[config.mk]
export PLATFORM = sky130hd
export DESIGN_NAME = issue_scoreboard_flat
export DESIGN_NICKNAME = d
export VERILOG_FILES = /design/src/rtl/issue_scoreboard_if.sv /design/src/rtl/issue_scoreboard.sv /design/src/flat_wrapper.sv
export SDC_FILE = /design/constraint.sdc
export NUM_CORES = 1
export LEC_CHECK = 0
export CAP_MARGIN = 40
export CORE_ASPECT_RATIO = 1.75
export CORE_MARGIN = 1.5
export CORE_UTILIZATION = 45
export CTS_CLUSTER_DIAMETER = 120
export CTS_CLUSTER_SIZE = 14
export DETAILED_ROUTE_END_ITERATION = 10
export HOLD_SLACK_MARGIN = 0.15
export PLACE_DENSITY = 0.82
export SLEW_MARGIN = 15
export SYNTH_ARGS = -nofsm -noshare
export SYNTH_HDL_FRONTEND = slang
export SYNTH_SLANG_ARGS = --single-unit
[constraint.sdc]
create_clock -name clk -period 8 [get_ports clk]
set_clock_uncertainty 0.1 [all_clocks]
set_input_delay 2.4 -clock clk [delete_from_list [all_inputs] [get_ports clk]]
set_output_delay 2.4 -clock clk [all_outputs]
set_load 0.01 [all_outputs]
[src/rtl/issue_scoreboard_if.sv]
// Decode-side, issue-side and writeback signals of the issue scoreboard.
// master = decoder/execute environment, slave = issue_scoreboard.
interface issue_scoreboard_if #(
    parameter int ADDRESS_SIZE     = 32,
    parameter int REG_ADDRESS_SIZE = 5
);
    // Handshakes: a transfer happens on a rising edge where valid && ready;
    // ready may depend on state and on the other inputs but never on valid.
    logic                        in_valid;
    logic                        in_ready;
    logic [REG_ADDRESS_SIZE-1:0] in_addr_r1;
    logic [REG_ADDRESS_SIZE-1:0] in_addr_r2;
    logic [REG_ADDRESS_SIZE-1:0] in_addr_rd;
    logic                        in_register_write;
    logic                        in_use_immediate;
    logic [ADDRESS_SIZE-1:0]     in_immediate;
    logic [1:0]                  in_function_block;
    logic [2:0]                  in_operation;

    logic                        out_valid;
    logic                        out_ready;
    logic [REG_ADDRESS_SIZE-1:0] out_addr_r1;
    logic [REG_ADDRESS_SIZE-1:0] out_addr_r2;
    logic [REG_ADDRESS_SIZE-1:0] out_addr_rd;
    logic                        out_register_write;
    logic                        out_use_immediate;
    logic [ADDRESS_SIZE-1:0]     out_immediate;
    logic [1:0]                  out_function_block;
    logic [2:0]                  out_operation;

    logic                        wb_valid;
    logic [REG_ADDRESS_SIZE-1:0] wb_addr;

    modport master (
        output in_valid, in_addr_r1, in_addr_r2, in_addr_rd, in_register_write,
               in_use_immediate, in_immediate, in_function_block, in_operation,
        input  in_ready,
        input  out_valid, out_addr_r1, out_addr_r2, out_addr_rd, out_register_write,
               out_use_immediate, out_immediate, out_function_block, out_operation,
        output out_ready,
        output wb_valid, wb_addr
    );

    modport slave (
        input  in_valid, in_addr_r1, in_addr_r2, in_addr_rd, in_register_write,
               in_use_immediate, in_immediate, in_function_block, in_operation,
        output in_ready,
        output out_valid, out_addr_r1, out_addr_r2, out_addr_rd, out_register_write,
               out_use_immediate, out_immediate, out_function_block, out_operation,
        input  out_ready,
        input  wb_valid, wb_addr
    );
endinterface

[src/rtl/issue_scoreboard.sv]
// Decode-to-execute issue stage: busy-register scoreboard, hazard stall and one issue register.
// Optional macro ISSUE_SCOREBOARD_STATS_EN adds the stall_cycles counter output.
module issue_scoreboard #(
    parameter int ADDRESS_SIZE     = 32,
    parameter int REG_ADDRESS_SIZE = 5,
    parameter int MAX_INFLIGHT     = 4,
    localparam int NUM_REGS        = 2 ** REG_ADDRESS_SIZE
) (
    input  logic                clk,
    input  logic                reset,
    issue_scoreboard_if.slave   bus,
    output logic [3:0]          inflight,
    output logic                wb_error,
    output logic [NUM_REGS-1:0] busy_state
`ifdef ISSUE_SCOREBOARD_STATS_EN
    ,
    output logic [31:0]         stall_cycles
`endif
);
    logic [NUM_REGS-1:0] busy;
    logic [NUM_REGS-1:0] busy_eff;
    logic [NUM_REGS-1:0] wb_onehot;
    logic                wb_hit;
    logic                cap_full;
    logic                hazard;
    logic                accept;
    logic                set_en;

    always_comb begin
        wb_onehot = '0;
        if (bus.wb_valid) wb_onehot[bus.wb_addr] = 1'b1;
        // The regfile is write-before-read, so a same-cycle writeback is already visible.
        busy_eff    = busy & ~wb_onehot;
        busy_eff[0] = 1'b0;
        wb_hit      = bus.wb_valid && busy[bus.wb_addr];
        cap_full    = (inflight == 4'(MAX_INFLIGHT)) && !wb_hit;
        hazard      = busy_eff[bus.in_addr_r1]
                   || (!bus.in_use_immediate && busy_eff[bus.in_addr_r2])
                   || (bus.in_register_write && busy_eff[bus.in_addr_rd])
                   || cap_full;
        bus.in_ready = !hazard && (!bus.out_valid || bus.out_ready);
        accept       = bus.in_valid && bus.in_ready;
        set_en       = accept && bus.in_register_write && (bus.in_addr_rd != '0);
    end

    always_ff @(posedge clk or posedge reset) begin
        if (reset) begin
            bus.out_valid          <= 1'b0;
            bus.out_addr_r1        <= '0;
            bus.out_addr_r2        <= '0;
            bus.out_addr_rd        <= '0;
            bus.out_register_write <= 1'b0;
            bus.out_use_immediate  <= 1'b0;
            bus.out_immediate      <= '0;
            bus.out_function_block <= '0;
            bus.out_operation      <= '0;
        end else if (accept) begin
            bus.out_valid          <= 1'b1;
            bus.out_addr_r1        <= bus.in_addr_r1;
            bus.out_addr_r2        <= bus.in_addr_r2;
            bus.out_addr_rd        <= bus.in_addr_rd;
            bus.out_register_write <= bus.in_register_write;
            bus.out_use_immediate  <= bus.in_use_immediate;
            bus.out_immediate      <= bus.in_immediate;
            bus.out_function_block <= bus.in_function_block;
            bus.out_operation      <= bus.in_operation;
        end else if (bus.out_valid && bus.out_ready) begin
            bus.out_valid <= 1'b0;
        end
    end

    // Clear is written before set so a same-register set/clear leaves the bit set.
    always_ff @(posedge clk or posedge reset) begin
        if (reset) begin
            busy     <= '0;
            inflight <= '0;
            wb_error <= 1'b0;
        end else begin
            if (wb_hit) busy[bus.wb_addr] <= 1'b0;
            if (set_en) busy[bus.in_addr_rd] <= 1'b1;
            if (set_en && !wb_hit) inflight <= inflight + 4'd1;
            else if (!set_en && wb_hit) inflight <= inflight - 4'd1;
            if (bus.wb_valid && !busy[bus.wb_addr]) wb_error <= 1'b1;
        end
    end

    assign busy_state = busy;

`ifdef ISSUE_SCOREBOARD_STATS_EN
    always_ff @(posedge clk or posedge reset) begin
        if (reset) stall_cycles <= '0;
        else if (bus.in_valid && hazard && (stall_cycles != 32'hFFFF_FFFF))
            stall_cycles <= stall_cycles + 32'd1;
    end
`endif
endmodule
[src/flat_wrapper.sv]
// flat-port wrapper written by rule: the top's interface ports become plain ports
module issue_scoreboard_flat 
#(
    parameter int ADDRESS_SIZE     = 32,
    parameter int REG_ADDRESS_SIZE = 5,
    parameter int MAX_INFLIGHT     = 4,
    localparam int NUM_REGS        = 2 ** REG_ADDRESS_SIZE
)
  (clk, reset, inflight, wb_error, busy_state, bus_in_valid, bus_in_addr_r1, bus_in_addr_r2, bus_in_addr_rd, bus_in_register_write, bus_in_use_immediate, bus_in_immediate, bus_in_function_block, bus_in_operation, bus_in_ready, bus_out_valid, bus_out_addr_r1, bus_out_addr_r2, bus_out_addr_rd, bus_out_register_write, bus_out_use_immediate, bus_out_immediate, bus_out_function_block, bus_out_operation, bus_out_ready, bus_wb_valid, bus_wb_addr);
  issue_scoreboard_if #(.ADDRESS_SIZE(ADDRESS_SIZE), .REG_ADDRESS_SIZE(REG_ADDRESS_SIZE)) bus_i ();
  input  logic clk;
  input  logic reset;
  output logic [3:0] inflight;
  output logic wb_error;
  output logic [NUM_REGS-1:0] busy_state;
  input wire logic [$bits(bus_i.in_valid)-1:0] bus_in_valid;
  input wire logic [$bits(bus_i.in_addr_r1)-1:0] bus_in_addr_r1;
  input wire logic [$bits(bus_i.in_addr_r2)-1:0] bus_in_addr_r2;
  input wire logic [$bits(bus_i.in_addr_rd)-1:0] bus_in_addr_rd;
  input wire logic [$bits(bus_i.in_register_write)-1:0] bus_in_register_write;
  input wire logic [$bits(bus_i.in_use_immediate)-1:0] bus_in_use_immediate;
  input wire logic [$bits(bus_i.in_immediate)-1:0] bus_in_immediate;
  input wire logic [$bits(bus_i.in_function_block)-1:0] bus_in_function_block;
  input wire logic [$bits(bus_i.in_operation)-1:0] bus_in_operation;
  output wire logic [$bits(bus_i.in_ready)-1:0] bus_in_ready;
  output wire logic [$bits(bus_i.out_valid)-1:0] bus_out_valid;
  output wire logic [$bits(bus_i.out_addr_r1)-1:0] bus_out_addr_r1;
  output wire logic [$bits(bus_i.out_addr_r2)-1:0] bus_out_addr_r2;
  output wire logic [$bits(bus_i.out_addr_rd)-1:0] bus_out_addr_rd;
  output wire logic [$bits(bus_i.out_register_write)-1:0] bus_out_register_write;
  output wire logic [$bits(bus_i.out_use_immediate)-1:0] bus_out_use_immediate;
  output wire logic [$bits(bus_i.out_immediate)-1:0] bus_out_immediate;
  output wire logic [$bits(bus_i.out_function_block)-1:0] bus_out_function_block;
  output wire logic [$bits(bus_i.out_operation)-1:0] bus_out_operation;
  input wire logic [$bits(bus_i.out_ready)-1:0] bus_out_ready;
  input wire logic [$bits(bus_i.wb_valid)-1:0] bus_wb_valid;
  input wire logic [$bits(bus_i.wb_addr)-1:0] bus_wb_addr;
  assign bus_i.in_valid = bus_in_valid;
  assign bus_i.in_addr_r1 = bus_in_addr_r1;
  assign bus_i.in_addr_r2 = bus_in_addr_r2;
  assign bus_i.in_addr_rd = bus_in_addr_rd;
  assign bus_i.in_register_write = bus_in_register_write;
  assign bus_i.in_use_immediate = bus_in_use_immediate;
  assign bus_i.in_immediate = bus_in_immediate;
  assign bus_i.in_function_block = bus_in_function_block;
  assign bus_i.in_operation = bus_in_operation;
  assign bus_in_ready = bus_i.in_ready;
  assign bus_out_valid = bus_i.out_valid;
  assign bus_out_addr_r1 = bus_i.out_addr_r1;
  assign bus_out_addr_r2 = bus_i.out_addr_r2;
  assign bus_out_addr_rd = bus_i.out_addr_rd;
  assign bus_out_register_write = bus_i.out_register_write;
  assign bus_out_use_immediate = bus_i.out_use_immediate;
  assign bus_out_immediate = bus_i.out_immediate;
  assign bus_out_function_block = bus_i.out_function_block;
  assign bus_out_operation = bus_i.out_operation;
  assign bus_i.out_ready = bus_out_ready;
  assign bus_i.wb_valid = bus_wb_valid;
  assign bus_i.wb_addr = bus_wb_addr;
  issue_scoreboard #(.ADDRESS_SIZE(ADDRESS_SIZE), .REG_ADDRESS_SIZE(REG_ADDRESS_SIZE), .MAX_INFLIGHT(MAX_INFLIGHT)) u_core (.clk(clk), .reset(reset), .bus(bus_i), .inflight(inflight), .wb_error(wb_error), .busy_state(busy_state));
endmodule
Word level (Yosys, flattened, before mapping)
Index checks and enable logic that the tools add are counted.
{"block": "totals", "reg_bits": 92, "output_inout_bits": 93}
{"block": "op_classes", "n_addsub": 2, "magnitude_cmp": 6, "n_eq_ne": 1, "n_mux": 19, "bitwise_logic": 5, "n_reduce_logical": 27}
{"op": "2-to-1 mux 32 bit", "n": 3}
{"op": "AND 32 bit", "n": 2}
{"op": "inverter 32 bit", "n": 2}
{"op": "bitwise OR 32 bit", "n": 1}
{"op": "less-than comparator 5 x 6 -> 1 bit (second input constant)", "n": 4}
{"op": "binary-select mux 1 bit (select 5 bit)", "n": 4}
{"op": "logical AND 1 bit", "n": 14}
{"op": "demux 1 bit (select 5 bit)", "n": 2}
{"op": "greater-or-equal comparator 5 x 1 -> 1 bit (second input constant)", "n": 2}
{"op": "2-to-1 mux 1 bit", "n": 8}
{"op": "2-to-1 mux 4 bit", "n": 2}
{"op": "logical NOT 1 bit", "n": 6}
{"op": "nonzero test 5 bit", "n": 1}
{"op": "adder 4 x 1 -> 4 bit (second input constant)", "n": 1}
{"op": "== test 4 x 3 -> 1 bit (second input constant)", "n": 1}
{"op": "logical OR 1 bit", "n": 4}
{"op": "nonzero test 2 bit", "n": 2}
{"op": "subtractor 4 x 1 -> 4 bit (second input constant)", "n": 1}

Logic depth before layout (Yosys ltp)
Gate-level depths: netlist of run 1.
{"block": "depth", "word_depth": 22, "ltp_mapped": 20, "depth_no_buf": 16}

Worst setup path after synthesis of run 1
OpenSTA, ideal clock, no wires.
{"block": "synth_path", "path_type": "input to output", "start": "input bus_wb_valid", "end": "output bus_in_ready", "arrival_time_ns": 4.185, "required_time_ns": 5.500, "slack_ns": 1.315, "cell_stages": 9, "path_buffers": 1, "cell_sequence": "buf_2 -> or4b_1 -> o21ai_2 -> mux2i_1 -> a311oi_1 -> a211oi_1 -> a31oi_2 -> nand3_1 -> nor2_1"}
{"block": "synth_between", "elab_chain_len": 11, "elab_cells_between_ends": 19}
{"element": "from (decl)", "line": "flat_wrapper.sv:36", "text": "input wire logic [$bits(bus_i.wb_valid)-1:0] bus_wb_valid;"}
{"element": "2-to-1 mux 32 bit", "line": "issue_scoreboard.sv:31", "text": "if (bus.wb_valid) wb_onehot[bus.wb_addr] = 1'b1;"}
{"element": "inverter 32 bit", "line": "issue_scoreboard.sv:33", "text": "busy_eff = busy & ~wb_onehot;"}
{"element": "AND 32 bit", "line": "issue_scoreboard.sv:33"}
{"element": "binary-select mux 1 bit (select 5 bit)", "line": "issue_scoreboard.sv:38", "text": "|| (!bus.in_use_immediate && busy_eff[bus.in_addr_r2])"}
{"element": "2-to-1 mux 1 bit (not written as such)", "line": "issue_scoreboard.sv:38"}
{"element": "logical AND 1 bit", "line": "issue_scoreboard.sv:38"}
{"element": "logical OR 1 bit", "line": "issue_scoreboard.sv:38"}
{"element": "logical OR 1 bit", "line": "issue_scoreboard.sv:39", "text": "|| (bus.in_register_write && busy_eff[bus.in_addr_rd])"}
{"element": "logical OR 1 bit *", "line": "issue_scoreboard.sv:40", "text": "|| cap_full;"}
{"element": "logical NOT 1 bit *", "line": "issue_scoreboard.sv:41", "text": "bus.in_ready = !hazard && (!bus.out_valid || bus.out_ready);"}
{"element": "logical AND 1 bit *", "line": "issue_scoreboard.sv:41"}
{"element": "to (decl)", "line": "flat_wrapper.sv:25", "text": "output wire logic [$bits(bus_i.in_ready)-1:0] bus_in_ready;"}
Mark *: on every way between the ends. The rest lies on a longest branch, timed or not. The select of a mux whose other input is x is not followed.

Worst setup path in the final report of run 1
{"block": "layout_path", "start": "input bus_wb_addr[1]", "end": "output bus_in_ready"}
{"block": "layout_between", "elab_chain_len": 15, "elab_cells_between_ends": 26}
{"element": "from (decl)", "line": "flat_wrapper.sv:37", "text": "input wire logic [$bits(bus_i.wb_addr)-1:0] bus_wb_addr;"}
{"element": "less-than comparator 5 x 6 -> 1 bit (not written as such) or greater-or-equal comparator 5 x 1 -> 1 bit (tied branches)", "line": "issue_scoreboard.sv:31"}
{"element": "logical AND 1 bit (not written as such)", "line": "issue_scoreboard.sv:31"}
{"element": "2-to-1 mux 1 bit (not written as such)", "line": "issue_scoreboard.sv:31"}
{"element": "demux 1 bit (select 5 bit)"}
{"element": "2-to-1 mux 32 bit", "line": "issue_scoreboard.sv:31"}
{"element": "inverter 32 bit", "line": "issue_scoreboard.sv:33"}
{"element": "AND 32 bit", "line": "issue_scoreboard.sv:33"}
{"element": "binary-select mux 1 bit (select 5 bit)", "line": "issue_scoreboard.sv:38"}
{"element": "2-to-1 mux 1 bit (not written as such)", "line": "issue_scoreboard.sv:38"}
{"element": "logical AND 1 bit", "line": "issue_scoreboard.sv:38"}
{"element": "logical OR 1 bit", "line": "issue_scoreboard.sv:38"}
{"element": "logical OR 1 bit", "line": "issue_scoreboard.sv:39"}
{"element": "logical OR 1 bit *", "line": "issue_scoreboard.sv:40"}
{"element": "logical NOT 1 bit *", "line": "issue_scoreboard.sv:41"}
{"element": "logical AND 1 bit *", "line": "issue_scoreboard.sv:41"}
Marks and branches as above.

==> flow_summary.toml, run 1 <==
[status]
status = "finished clean"

[sta]
fin_crit_ns = 7.937
finalCritPeriodShare_pct = 99.22
slew_headroom_pct = 51.95
fin_ws_ns = 0.06257
tns_ns = 0
slew_viol_final = 0
tightest_slew_ns = 0.7199
setup_violations = 0
hold_violations = 0
fmax_mhz = 126.0

[floorplan]
start_util_pct = 45.85
die-area_um2 = 11990
core_area_um2 = 11100
num_rows = 51
ios = 157
die_w_um = 83.41
die_h_um = 143.7

[job]
max-cap-violations = 0

[synth]
synth_cells = 438
ys_seq_elements = 92
yosys_most_used_dff = "dfrtp_1"
yosys_warnings = 0
synthArstFlopShare_pct = 100.0
ys_seq_area_share_pct = 45.22
netlist_area_um2 = 5091
synth_edf_count = 0
synth_cell_type_count = 54
synth_fp_nets = 506
syn_area_per_cell_um2 = 11.62

[global_route]
grt_pass1_wl_um = 27100
grt-ovfl-total = 0
grt_max_degree = 53
antenna_found_initial = 0
grt_use_total_pct = 29.71
grt_pass1_vias = 4931

[placed_design]
place_ws_ns = -0.1980
place_congestion = 1.054
dpl.hpwl_um = 13840
dpl_cell_area_um2 = 7004
numPortBuffers = 156

[power]
power_density_nw_per_um2 = 269.8
swShare_pct = 31.47
combPwrFrac_pct = 40.7
ir_worst_vdd_uv = 211.6
internal_power_mw = 1.367
power.switching_uw = 627.9
total_leakage_power_nw = 3.001
seqPwrFrac_pct = 36.0
clkPwrFrac_pct = 23.4

[cts]
cts_buffers = 9
holdBufCountCts = 0
clock-sinks = 92
htree_num_levels = 3
clk_latency_ns = 0.34
cts_tree = "done"
clk_transition_reported_paths_ns = 0.06
clockRootBuffer = "clkbuf_16"
clockBufferDepth = 2

[setup_path]
critical_path.startpoint_type = "primary input"
cp_cell_sequence = "clkdlybuf4s50_1 > buf_6 > mux2i_1 > a311oi_1 > nand3_1 > nand2_1 > o21ai_0 > a21oi_1 > nand3_1 > nor2_1 > clkdlybuf4s50_1"
crit_slowest_cell = "clkdlybuf4s50_1"
worstRegToRegCells = 17
crit_buf_inv = 3
path_depth = 11
path_class = "in2out"
crit_fanout = 15
crit_required_ns = 5.50
arrival_ns = 5.44
cp-end-kind = "output port"
path_delay_family = "buffers and inverters"
slowest_delay_ns = 0.58

[layout]
insertedDiodeCount = 0
drive_gt1_share_pct = 21.76
area_growth_pct = 45.27
nNetsFinal = 688
fill_cells = 874
fin_area_um2 = 7396

[drt]
drtIter0Drc = 365
drt-total-wl_um = 17690
routed_via_density = 6.304
antenna_left = 0
wl_per_cell_um = 23.37
drc = 0
first_pass_iters = 7
vias = 4772

[hold_path]
hp-class = "reg2reg"
holdPathStages = 1
## final cells by class
type / instances / area [um2] / share of cell area [%]
multi-input combinational: 305 / 2619 / 35.41
sequential: 92 / 2302 / 31.13
timing repair buffer: 203 / 1951 / 26.37
clock buffer: 10 / 229.0 / 3.096
tap: 132 / 165.2 / 2.233
clock inverter: 6 / 95.09 / 1.286
inverter: 9 / 35.03 / 0.4737
## per-layer routing
layer / vias to the layer above / wire, um / part of all wire (%) / track usage (%)
met5: - / 0 / 0 / 0
met4: 0 / 1226 / 6.9 / 19.65
met3: 94 / 1347 / 7.6 / 6.088
met2: 340 / 9260 / 52 / 53.49
met1: 2290 / 5858 / 33 / 31.16
li1: 2048 / - / - / -
## cells by family after synthesis
group                    synth area share, %
XOR/XNOR                               1.032
AND/OR/NAND/NOR                        9.929
adder cells (fa/ha/maj)                1.131
buffers and inverters                  4.227
multiplexers                           23.10
flip-flops                             45.22
AO/OA/AOI/OAI                          15.36
## state kept, by name, indices dropped and copies added (netlist names)
signal                         cells
u_core.bus.out_function_block      2
u_core.bus.out_addr_rd             5
u_core.bus.out_valid               1
u_core.bus.out_addr_r1             5
u_core.bus.out_operation           3
u_core.bus.out_immediate          32
u_core.busy_state                 32
u_core.wb_error                    1
u_core.bus.out_register_write      1
u_core.inflight                    4
u_core.bus.out_use_immediate       1
u_core.bus.out_addr_r2             5
## worst paths after layout
path / startpoint / slack, ns / endpoint
max: bus_wb_addr[1] / 0.06 / bus_in_ready
min: u_core.wb_error / 0.36 / u_core.wb_error
max reg2reg: u_core.busy_state[17] / 4.35 / u_core.inflight[3]
min reg2reg: u_core.wb_error / 0.36 / u_core.wb_error
max in group asynchronous: reset / 4.31 / u_core.bus.out_addr_rd[3]
min in group asynchronous: reset / 2.37 / u_core.bus.out_immediate[0]
## Yosys cell counts, drive strengths merged (5+ instances only)
cell,count,area [um2]
buf,20,136.4
clkbuf,12,45.04
dfrtp,92,2302
inv,9,33.78
mux2,60,675.7
mux2i,23,230.2
mux4,12,270.3
nand2,14,52.55
nand2b,6,37.54
nand3,17,85.08
nand4,5,37.53
nor2,13,48.80
nor2b,9,56.30
o2111ai,8,70.07
o211ai,7,52.55
o21ai,34,173.9
o31ai,32,240.2
## power groups by stage
stage                     Combinational (mW)  Sequential, mW  Clock (mW)
after global routing                   0.862           0.736       0.489
final                                  0.812           0.717       0.466
after detailed placement               0.807           0.726           0
after floorplan                        0.288           0.778           0
after global placement                 0.789           0.713           0
after CTS                              0.814           0.717       0.472
## cells in the final DEF, fill, tap and decap left out, types with 4 or more instances in the layout
master / count
a21oi_1: 4
a22oi_1: 4
buf_4: 45
clkbuf_16: 9
clkdlybuf4s50_1: 151
dfrtp_1: 92
dlymetal6s2s_1: 5
inv_1: 8
mux2_1: 9
mux2_2: 51
mux2i_1: 23
mux4_2: 12
nand2_1: 14
nand2b_1: 5
nand3_1: 17
nand4_1: 4
nor2_1: 13
nor2b_1: 9
o2111ai_1: 8
o211ai_1: 7
o21ai_0: 15
o21ai_1: 17
o31ai_1: 32
## repair_timing
item	CTS	global route
endpoints found under the setup margin	1	1
buffers inserted	0	2
gates resized for setup	4	21
pin swaps	0	0
gates cloned	0	0
## per-stage QoR
step	hold WS (ns)	std cells	utilization, %	power, mW
5_1_grt	0.3849	757	66.61	2.088
2_1_floorplan	0.3932	438	-	1.065
4_1_cts	0.3628	755	66.08	2.003
6_report	0.3627	757	66.61	1.995
3_3_place_gp	0.3427	738	62.84	1.503
3_5_place_dp	0.3489	739	63.08	1.533
(Power assumes the default switching activity.)
==> run 2, diff against run 1 <==
Settings changed: GPL_ROUTABILITY_DRIVEN set to 0.
==> flow_summary.toml, run 2 (same netlist as run 1, synthesis figures left out) <==
[setup_path]
arrival_ns = 5.37
path_class = "in2out"
critical_path.startpoint_type = "primary input"
crit_required_ns = 5.50
cp-end-kind = "output port"
crit_fanout = 7
slowest_delay_ns = 0.57
crit_slowest_cell = "clkdlybuf4s50_1"
cp_cell_sequence = "clkdlybuf4s50_1 > buf_4 > nand2_1 > buf_4 > o21ai_0 > mux2i_1 > o22ai_1 > nor3_1 > a31oi_2 > nand3_1 > nor2_1 > clkdlybuf4s50_1"

[floorplan]
die-area_um2 = 11990
ios = 157
num_rows = 51
die_h_um = 143.7
core_area_um2 = 11100
die_w_um = 83.41
start_util_pct = 45.85

[layout]
seq_area_um2 = 2302
nNetsFinal = 686
layout_commonest_cell = "clkdlybuf4s50_1"
fill_cells = 844
drive_gt1_share_pct = 22.31
fin_util_pct = 66.81
multiInputGateArea_um2 = 2634
final_cell_mix = "152 x clkdlybuf4s50_1, 92 x dfrtp_1, 51 x mux2_2, 43 x buf_4, 32 x o31ai_1"
area_growth_pct = 45.71
insertedDiodeCount = 0

[sta]
tns_ns = 0
rsz0062_at_grt = "false"
worst_hold_slack_ns = 0.3817
hold_violations = 0
setup_violations = 0
slew_viol_final = 0
fin_ws_ns = 0.1317
finalCritPeriodShare_pct = 98.35
tightest_slew_ns = 0.6169
fin_crit_ns = 7.868
fmax_mhz = 127.1
slew_headroom_pct = 58.75

[drt]
drt-total-wl_um = 17520
drc = 0
vias = 4863
drtIter0Drc = 590
wl_per_cell_um = 23.20
antenna_left = 0
first_pass_iters = 6
routed_via_density = 6.441

[power]
total_leakage_power_nw = 3.002
finalPower_mw = 2.007
power_density_nw_per_um2 = 270.6
ir_worst_vdd_uv = 187.0

[cts]
cts_buffers = 9
clk_latency_ns = 0.35
clock-sinks = 92
clockBufferDepth = 2
htree_num_levels = 3
clockRootBuffer = "clkbuf_16"
clk_transition_reported_paths_ns = 0.07
cts_tree = "done"

[global_route]
grt_pass1_wl_um = 26680
grt_max_degree = 67
antenna_found_initial = 0
grt_use_total_pct = 29.02
grt_pass1_vias = 5064
grt-ovfl-total = 0

[hold_path]
hp-class = "reg2reg"

[placed_design]
dpl.hpwl_um = 13270
numPortBuffers = 156
place_ws_ns = -0.1613

[status]
status = "finished clean"

[job]
max-cap-violations = 0
[run 2: final cells by class]
cell class              count  area share [%]
multi-input cells         305           35.50
flip-flops and latches     92           31.03
repair buffers            201           26.28
clock buffers              10           3.221
well taps                 132           2.226
clock inverters             6           1.265
inverters                   9          0.4723
[run 2: metal layers]
metal / vias up / track usage [%] / routed length, um
met1: 2294 / 30.98 / 5940
li1: 2049 / - / -
met2: 401 / 51.60 / 8813
met5: - / 0 / 0
met3: 119 / 7.007 / 1535
met4: 0 / 17.63 / 1230
[run 2: final timing paths]
kind,depth (start not counted),slack (ns),to,startpoint
setup / recovery,12,0.13,bus_in_ready,bus_wb_addr[1]
hold / removal,1,0.38,u_core.wb_error,u_core.wb_error
setup reg to reg,17,4.39,u_core.inflight[3],u_core.busy_state[17]
hold reg to reg,1,0.38,u_core.wb_error,u_core.wb_error
max in group asynchronous,4,4.73,u_core.busy_state[18],reset
min in group asynchronous,3,2.42,u_core.bus.out_immediate[9],reset
[run 2: metrics by stage]
stage               area [um2]  instances
floorplan                 5091        438
global placement          6954        735
detailed placement        7009        737
CTS                       7348        753
global route              7418        755
finish                    7418        755
[run 2: critical path: cells and delay by family]
kind | cells | cell delay [ns]
buffers and inverters | 4 | 1.49
and+or+nand+nor | 4 | 0.50
AOI/OAI and AO/OA | 3 | 0.81
muxes | 1 | 0.17
[run 2: where the power goes]
group          internal [mW]  total [mW]  switching (mW)
clock                  0.285       0.473           0.188
combinational          0.476       0.817           0.340
sequential             0.615       0.718           0.103
total                   1.38        2.01           0.631
[run 2: repair_timing]
item | in CTS | in global routing
resized for setup | 7 | 21
endpoints found under the setup margin | 1 | 1
pin swaps | 0 | 0
hold buffers | 0 | 0
setup buffers | 0 | 2
